### config.mk
export PLATFORM = sky130hd
export DESIGN_NAME = pll_reset_sequencer
export DESIGN_NICKNAME = d
export VERILOG_FILES = /design/src/rtl/pll_seq_pkg.sv /design/src/rtl/sync_bit.sv /design/src/rtl/pll_reset_sequencer.sv
export SDC_FILE = /design/constraint.sdc
export NUM_CORES = 1
export LEC_CHECK = 0
export ABC_AREA = 1
export CAP_MARGIN = 20
export CORE_MARGIN = 5
export CORE_UTILIZATION = 57
export DETAILED_ROUTE_END_ITERATION = 12
export PLACE_DENSITY = 0.86
export SLEW_MARGIN = 20
export SYNTH_ARGS = -nofsm -noshare
export SYNTH_HDL_FRONTEND = slang
export SYNTH_SLANG_ARGS = --single-unit
### constraint.sdc
create_clock -name clock -period 1.95 [get_ports clock]
set_input_delay 0.2925 -clock clock [delete_from_list [all_inputs] [get_ports clock]]
set_output_delay 0.2925 -clock clock [all_outputs]
set_load 0.02 [all_outputs]
### src/rtl/pll_seq_pkg.sv
// Shared definitions for the PLL reset sequencer: FSM state encoding and the
// sizing helper for the single cycle counter.
package pll_seq_pkg;

    typedef enum logic [2:0] {
        WAIT_LOCK = 3'd0,
        PLL_RESET = 3'd1,
        STABLE    = 3'd2,
        HOLD      = 3'd3,
        RUN       = 3'd4
    } state_t;

    // Width able to hold (largest cycle count - 1); never narrower than 1 bit.
    function automatic int cnt_width(input int a, input int b, input int c, input int d);
        int m;
        m = a;
        if (b > m) m = b;
        if (c > m) m = c;
        if (d > m) m = d;
        return ($clog2(m) < 1) ? 1 : $clog2(m);
    endfunction

endpackage

### src/rtl/sync_bit.sv
// Multi-flop synchroniser for a single asynchronous bit, with synchronous clear.
// Reused for any single-bit clock-domain crossing.
module sync_bit #(
    parameter int STAGES = 2
) (
    input  logic clock,
    input  logic i_clr,
    input  logic i_d,
    output logic o_q
);

    if (STAGES < 2) begin : gen_bad_stages
        $error("sync_bit: STAGES must be 2 or more");
    end

    logic [STAGES-1:0] r_chain;

    // Shift the raw input through the chain; clear flushes every stage.
    always_ff @(posedge clock) begin
        if (i_clr) begin
            r_chain <= '0;
        end else begin
            r_chain <= {r_chain[STAGES-2:0], i_d};
        end
    end

    assign o_q = r_chain[STAGES-1];

endmodule

### src/rtl/pll_reset_sequencer.sv
// Holds downstream logic in reset until the board PLL lock has been stable for
// STABLE_CYCLES plus HOLD_CYCLES, drops back to waiting on any lock loss, and
// pulses the PLL reset and retries if lock never arrives within TIMEOUT_CYCLES.
module pll_reset_sequencer
    import pll_seq_pkg::*;
#(
    parameter int SYNC_STAGES    = 2,
    parameter int STABLE_CYCLES  = 1024,
    parameter int HOLD_CYCLES    = 16,
    parameter int TIMEOUT_CYCLES = 1048576,
    parameter int PLL_RST_CYCLES = 8,
    parameter int CNT_W          = 8
) (
    input  logic             clock,
    input  logic             reset,
    input  logic             pll_locked,
    output logic             pll_rst,
    output logic             sys_reset,
    output logic             sys_ready,
    output logic [CNT_W-1:0] lock_loss_count,
    output logic [CNT_W-1:0] retry_count
);

    if (SYNC_STAGES < 2) begin : gen_bad_sync
        $error("pll_reset_sequencer: SYNC_STAGES must be 2 or more");
    end
    if (STABLE_CYCLES < 1 || HOLD_CYCLES < 1 || TIMEOUT_CYCLES < 1 || PLL_RST_CYCLES < 1) begin : gen_bad_cycles
        $error("pll_reset_sequencer: all cycle parameters must be 1 or more");
    end
    if (CNT_W < 1) begin : gen_bad_cnt_w
        $error("pll_reset_sequencer: CNT_W must be 1 or more");
    end

    localparam int CW = cnt_width(STABLE_CYCLES, HOLD_CYCLES, TIMEOUT_CYCLES, PLL_RST_CYCLES);

    localparam logic [CW-1:0] STABLE_LAST  = CW'(STABLE_CYCLES - 1);
    localparam logic [CW-1:0] HOLD_LAST    = CW'(HOLD_CYCLES - 1);
    localparam logic [CW-1:0] TIMEOUT_LAST = CW'(TIMEOUT_CYCLES - 1);
    localparam logic [CW-1:0] PLL_RST_LAST = CW'(PLL_RST_CYCLES - 1);

    logic             w_locked_s;
    state_t           r_state;
    state_t           w_state_nxt;
    logic [CW-1:0]    r_cnt;
    logic             w_retry_hit;
    logic             w_loss_hit;
    logic             r_pll_rst;
    logic             r_sys_reset;
    logic             r_sys_ready;
    logic [CNT_W-1:0] r_lock_loss_count;
    logic [CNT_W-1:0] r_retry_count;

    sync_bit #(
        .STAGES (SYNC_STAGES)
    ) u_lock_sync (
        .clock (clock),
        .i_clr (reset),
        .i_d   (pll_locked),
        .o_q   (w_locked_s)
    );

    // Next-state decode; a lock drop always wins over the counter terminal test.
    always_comb begin
        // NOTE: every output gets a default before the case so no latch is inferred.
        w_state_nxt = r_state;
        w_retry_hit = 1'b0;
        w_loss_hit  = 1'b0;
        case (r_state)
            WAIT_LOCK: begin
                if (w_locked_s) begin
                    w_state_nxt = STABLE;
                end else if (r_cnt == TIMEOUT_LAST) begin
                    w_state_nxt = PLL_RESET;
                    w_retry_hit = 1'b1;
                end
            end
            PLL_RESET: begin
                if (r_cnt == PLL_RST_LAST) w_state_nxt = WAIT_LOCK;
            end
            STABLE: begin
                if (!w_locked_s)                w_state_nxt = WAIT_LOCK;
                else if (r_cnt == STABLE_LAST)  w_state_nxt = HOLD;
            end
            HOLD: begin
                if (!w_locked_s)                w_state_nxt = WAIT_LOCK;
                else if (r_cnt == HOLD_LAST)    w_state_nxt = RUN;
            end
            RUN: begin
                if (!w_locked_s) begin
                    w_state_nxt = WAIT_LOCK;
                    w_loss_hit  = 1'b1;
                end
            end
            default: w_state_nxt = WAIT_LOCK;
        endcase
    end

    // State, cycle counter, output decodes and status counters advance together.
    always_ff @(posedge clock) begin
        // NOTE: non-blocking assignments keep all registers sampling pre-edge values.
        if (reset) begin
            r_state           <= WAIT_LOCK;
            r_cnt             <= '0;
            r_pll_rst         <= 1'b0;
            r_sys_reset       <= 1'b1;
            r_sys_ready       <= 1'b0;
            r_lock_loss_count <= '0;
            r_retry_count     <= '0;
        end else begin
            r_state     <= w_state_nxt;
            r_pll_rst   <= (w_state_nxt == PLL_RESET);
            r_sys_reset <= (w_state_nxt != RUN);
            r_sys_ready <= (w_state_nxt == RUN);

            if (w_state_nxt != r_state) begin
                r_cnt <= '0;
            end else if (r_state != RUN) begin
                r_cnt <= r_cnt + 1'b1;
            end

            if (w_retry_hit && (r_retry_count != '1)) begin
                r_retry_count <= r_retry_count + 1'b1;
            end
            if (w_loss_hit && (r_lock_loss_count != '1)) begin
                r_lock_loss_count <= r_lock_loss_count + 1'b1;
            end
        end
    end

    assign pll_rst         = r_pll_rst;
    assign sys_reset       = r_sys_reset;
    assign sys_ready       = r_sys_ready;
    assign lock_loss_count = r_lock_loss_count;
    assign retry_count     = r_retry_count;

endmodule

==> results of run 1 <==
[cell families (layout without fill, tap and decap cells)]
| family | Yosys count | after routing | share of synthesized area |
|---|---|---|---|
| AND/OR/NAND/NOR | 167 | 167 | 0.368 |
| multiplexers | 1 | 1 | 0.00436 |
| XOR/XNOR | 19 | 19 | 0.0724 |
| AO/OA/AOI/OAI | 32 | 32 | 0.0724 |
| flip-flops | 44 | 44 | 0.383 |
| buffers and inverters | 47 | 76 | 0.0833 |
| adder cells (fa/ha/maj) | 3 | 3 | 0.0163 |
[sequential cells by signal, indices dropped and copies added, names as in the netlist]
name and cells:
pll_rst 1, sys_ready 1, retry_count 8, r_cnt 20, r_state 3, sys_reset 1
lock_loss_count 8, u_lock_sync.r_chain 2
[path summary, 6_finish.rpt]
| path | from | to | slack [ns] | cells after the start |
|---|---|---|---|---|
| min | u_lock_sync.r_chain[0] | u_lock_sync.r_chain[1] | 0.43 | 2 |
| max | r_cnt[0] | r_cnt[0] | 0.17 | 11 |
| max reg2reg | r_cnt[0] | r_cnt[0] | 0.17 | 11 |
| min reg2reg | u_lock_sync.r_chain[0] | u_lock_sync.r_chain[1] | 0.43 | 2 |
[cells in the final DEF (no fill, tap or decap), drive strengths merged, types with 2 or more instances in the layout]
master,instances
clkbuf,6
xor2,17
clkdlybuf4s50,21
dfxtp,44
a31oi,2
buf,3
nor2,66
xnor2,2
inv,43
ha,3
nand3,23
a21oi,17
o21ai,12
nand2,59
nand4,10
nor3,8
[power by group]
group	total (mW)	switching (mW)	internal, mW
combinational	0.0823	0.0468	0.0356
sequential	0.917	0.0102	0.906
clock	0.683	0.304	0.379
total	1.68	0.361	1.32
[per-layer routing]
layer,GRT usage,vias to the layer above
li1,-,1048
met1,0.238,924
met2,0.302,39
met3,0.0438,10
met4,0.0744,0
met5,0,-
[worst min-delay path, delay by kind of cell, from the launching register on]
family / cells / cell delay [ns]
DFF: 1 / 0.32
buffers and inverters: 1 / 0.05
and+or+nand+nor: 1 / 0.03
[stage by stage]
| step | power, mW | utilization | setup WS [ns] | area [sq um] | hold slack, ns |
|---|---|---|---|---|---|
| after floorplan | 0.985 | - | 0.353 | 2300 | 0.362 |
| after detailed placement | 1.00 | 0.653 | 0.125 | 2570 | 0.405 |
| final | 1.68 | 0.696 | 0.171 | 2740 | 0.428 |
| after global routing | 1.75 | 0.696 | 0.0180 | 2740 | 0.440 |
| after CTS | 1.69 | 0.681 | 0.0779 | 2690 | 0.420 |
| after global placement | 1.00 | 0.653 | 0.199 | 2570 | 0.391 |
[area by class of cell]
type	count	share of cell area
Inverter	43	0.0588
Timing Repair Buffer	25	0.0985
Tap cell	50	0.0228
Clock inverter	3	0.0155
Sequential cell	44	0.322
Multi-Input combinational cell	222	0.457
Clock buffer	5	0.0251
[timing repair]
action / 4_1_cts / 5_1_grt
resized for setup: 0 / 10
setup endpoints to repair: 0 / 23
hold buffers: 0 / 0
==> results_dict.tcl, run 1 <==
set metrics [dict create \
    leakage_nw 1.09 \
    num_rows 23 \
    postCtsSetupRepairBufs 0 \
    ant_nets 0 \
    layout-drive-gt1-share 0.181 \
    clockBufferDepth 2 \
    setup_viol_count_final 0 \
    cts-root-buf "clkbuf_8" \
    gp_congestion 0.845 \
    relSlewSlack 0.787 \
    synth_common_cells "nand2_1 (53), dfxtp_1 (44), nor2_1 (41), inv_1 (40), nor2_2 (22)" \
    grt_start_max_net_pins 21 \
    nets 347 \
    wl_met1_mm 2.23 \
    cts_buffers 5 \
    routed_wirelength_mm 4.74 \
    die_area_sq_um 5400 \
    syn_area_sq_um 2300 \
    start_util 0.583 \
    syn_area_per_cell_sq_um 7.34 \
    first_iter_violations 195 \
    die_w_um 73.5 \
    netlist_instances 313 \
    drv_cap 0 \
    met2WireLength_mm 2.26 \
    viasPerCell 5.16 \
    area_growth_pct 19.4 \
    insertedDiodeCount 0 \
    fin_setup_tns_ns 0 \
    async_reset_ff_frac 0 \
    wl_per_cell_um 12.1 \
    instances_no_fill 392 \
    max_clock_freq_mhz 562 \
    dp_cells 383 \
    grt_pass1_vias 1927 \
    powerDensity_nw_per_um2 613 \
    synth_edf_count 0 \
    core_sq_um 3940 \
    grtUsageTotal 0.187 \
    crit_buf_inv 1 \
    cp.arrival_ns 1.97 \
    drv_slew 0 \
    synth_top_flop_cell "dfxtp_1" \
    drtPass1Iterations 4 \
    synth.largest_area_cell "dfxtp_1" \
    post-route-period-util 0.912 \
    overflow 0 \
    cts_tree "built" \
    critical-path-top-delay-family "simple AND/OR/NAND/NOR gates" \
    regArea_sq_um 885 \
    finalCriticalPeriod_ns 1.78 \
    clkTransAtPathRegs_ns 0.09 \
    io_buffer_count 21 \
    crit_fanout 10 \
    cp_slowest_cell "dfxtp_2" \
    rsz0062_at_grt "no" \
    worstPathRequired_ns 2.14 \
    dr_wl_met3_um 151 \
    remaining_drc_errors 0 \
    cp_slowest_stage_delay_ns 0.36 \
    cts.htree.levels 2 \
    status "complete, no violations" \
    synth_cell_types 27 \
    synth.top_cells.by_area "dfxtp_1 (38%), nand2_1 (8.7%), nor2_1 (6.7%), inv_1 (6.5%), xor2_1 (6.5%)" \
    critPathCaptureType "flop" \
    seq_area_frac_synth 0.383 \
    clk-insertion-delay-late_ns 0.30 \
    hold_violations 0 \
    skew_ns 0.0118 \
    synth_seq_cells 44 \
    critPathKind "reg2reg" \
    routed.top_layer "met4" \
    yosysWarnings 0 \
    yosysMostFrequentCell "nand2_1" \
    fp.dieH_um 73.5 \
    via_count 2021 \
    clkSinkCount 44 \
    grt_pass1_wl_mm 8.00 \
    dp_hpwl_mm 3.34 \
    vdd_drop_max_v 0.000487 \
    netlist.area_leader.share 0.383 \
    n_fill_cell 298 \
    antenna_found_initial 0 \
    worst_slew_pin_slew_ns 0.319 \
    multi_input_area_sq_um 1250 \
    ios 22 \
    hp-class "reg2reg" \
    path_cells "ha_4, nand2_2, nor2_4, nand2_2, nor3_4, nand2_1, nand3_1, nand3_1, nand3_2, clkbuf_16, nor2_2" \
    worstSetupStartpointType "flop" \
    synth.net_count 319 \
]
Note: power is estimated with default switching activity, not from simulation.
==> run 2: changes to the inputs <==
- ABC_CLOCK_PERIOD_IN_PS: default -> 1950
==> results of run 2 <==
No change in the layout: final DEF, timing and power equal those of run 1.
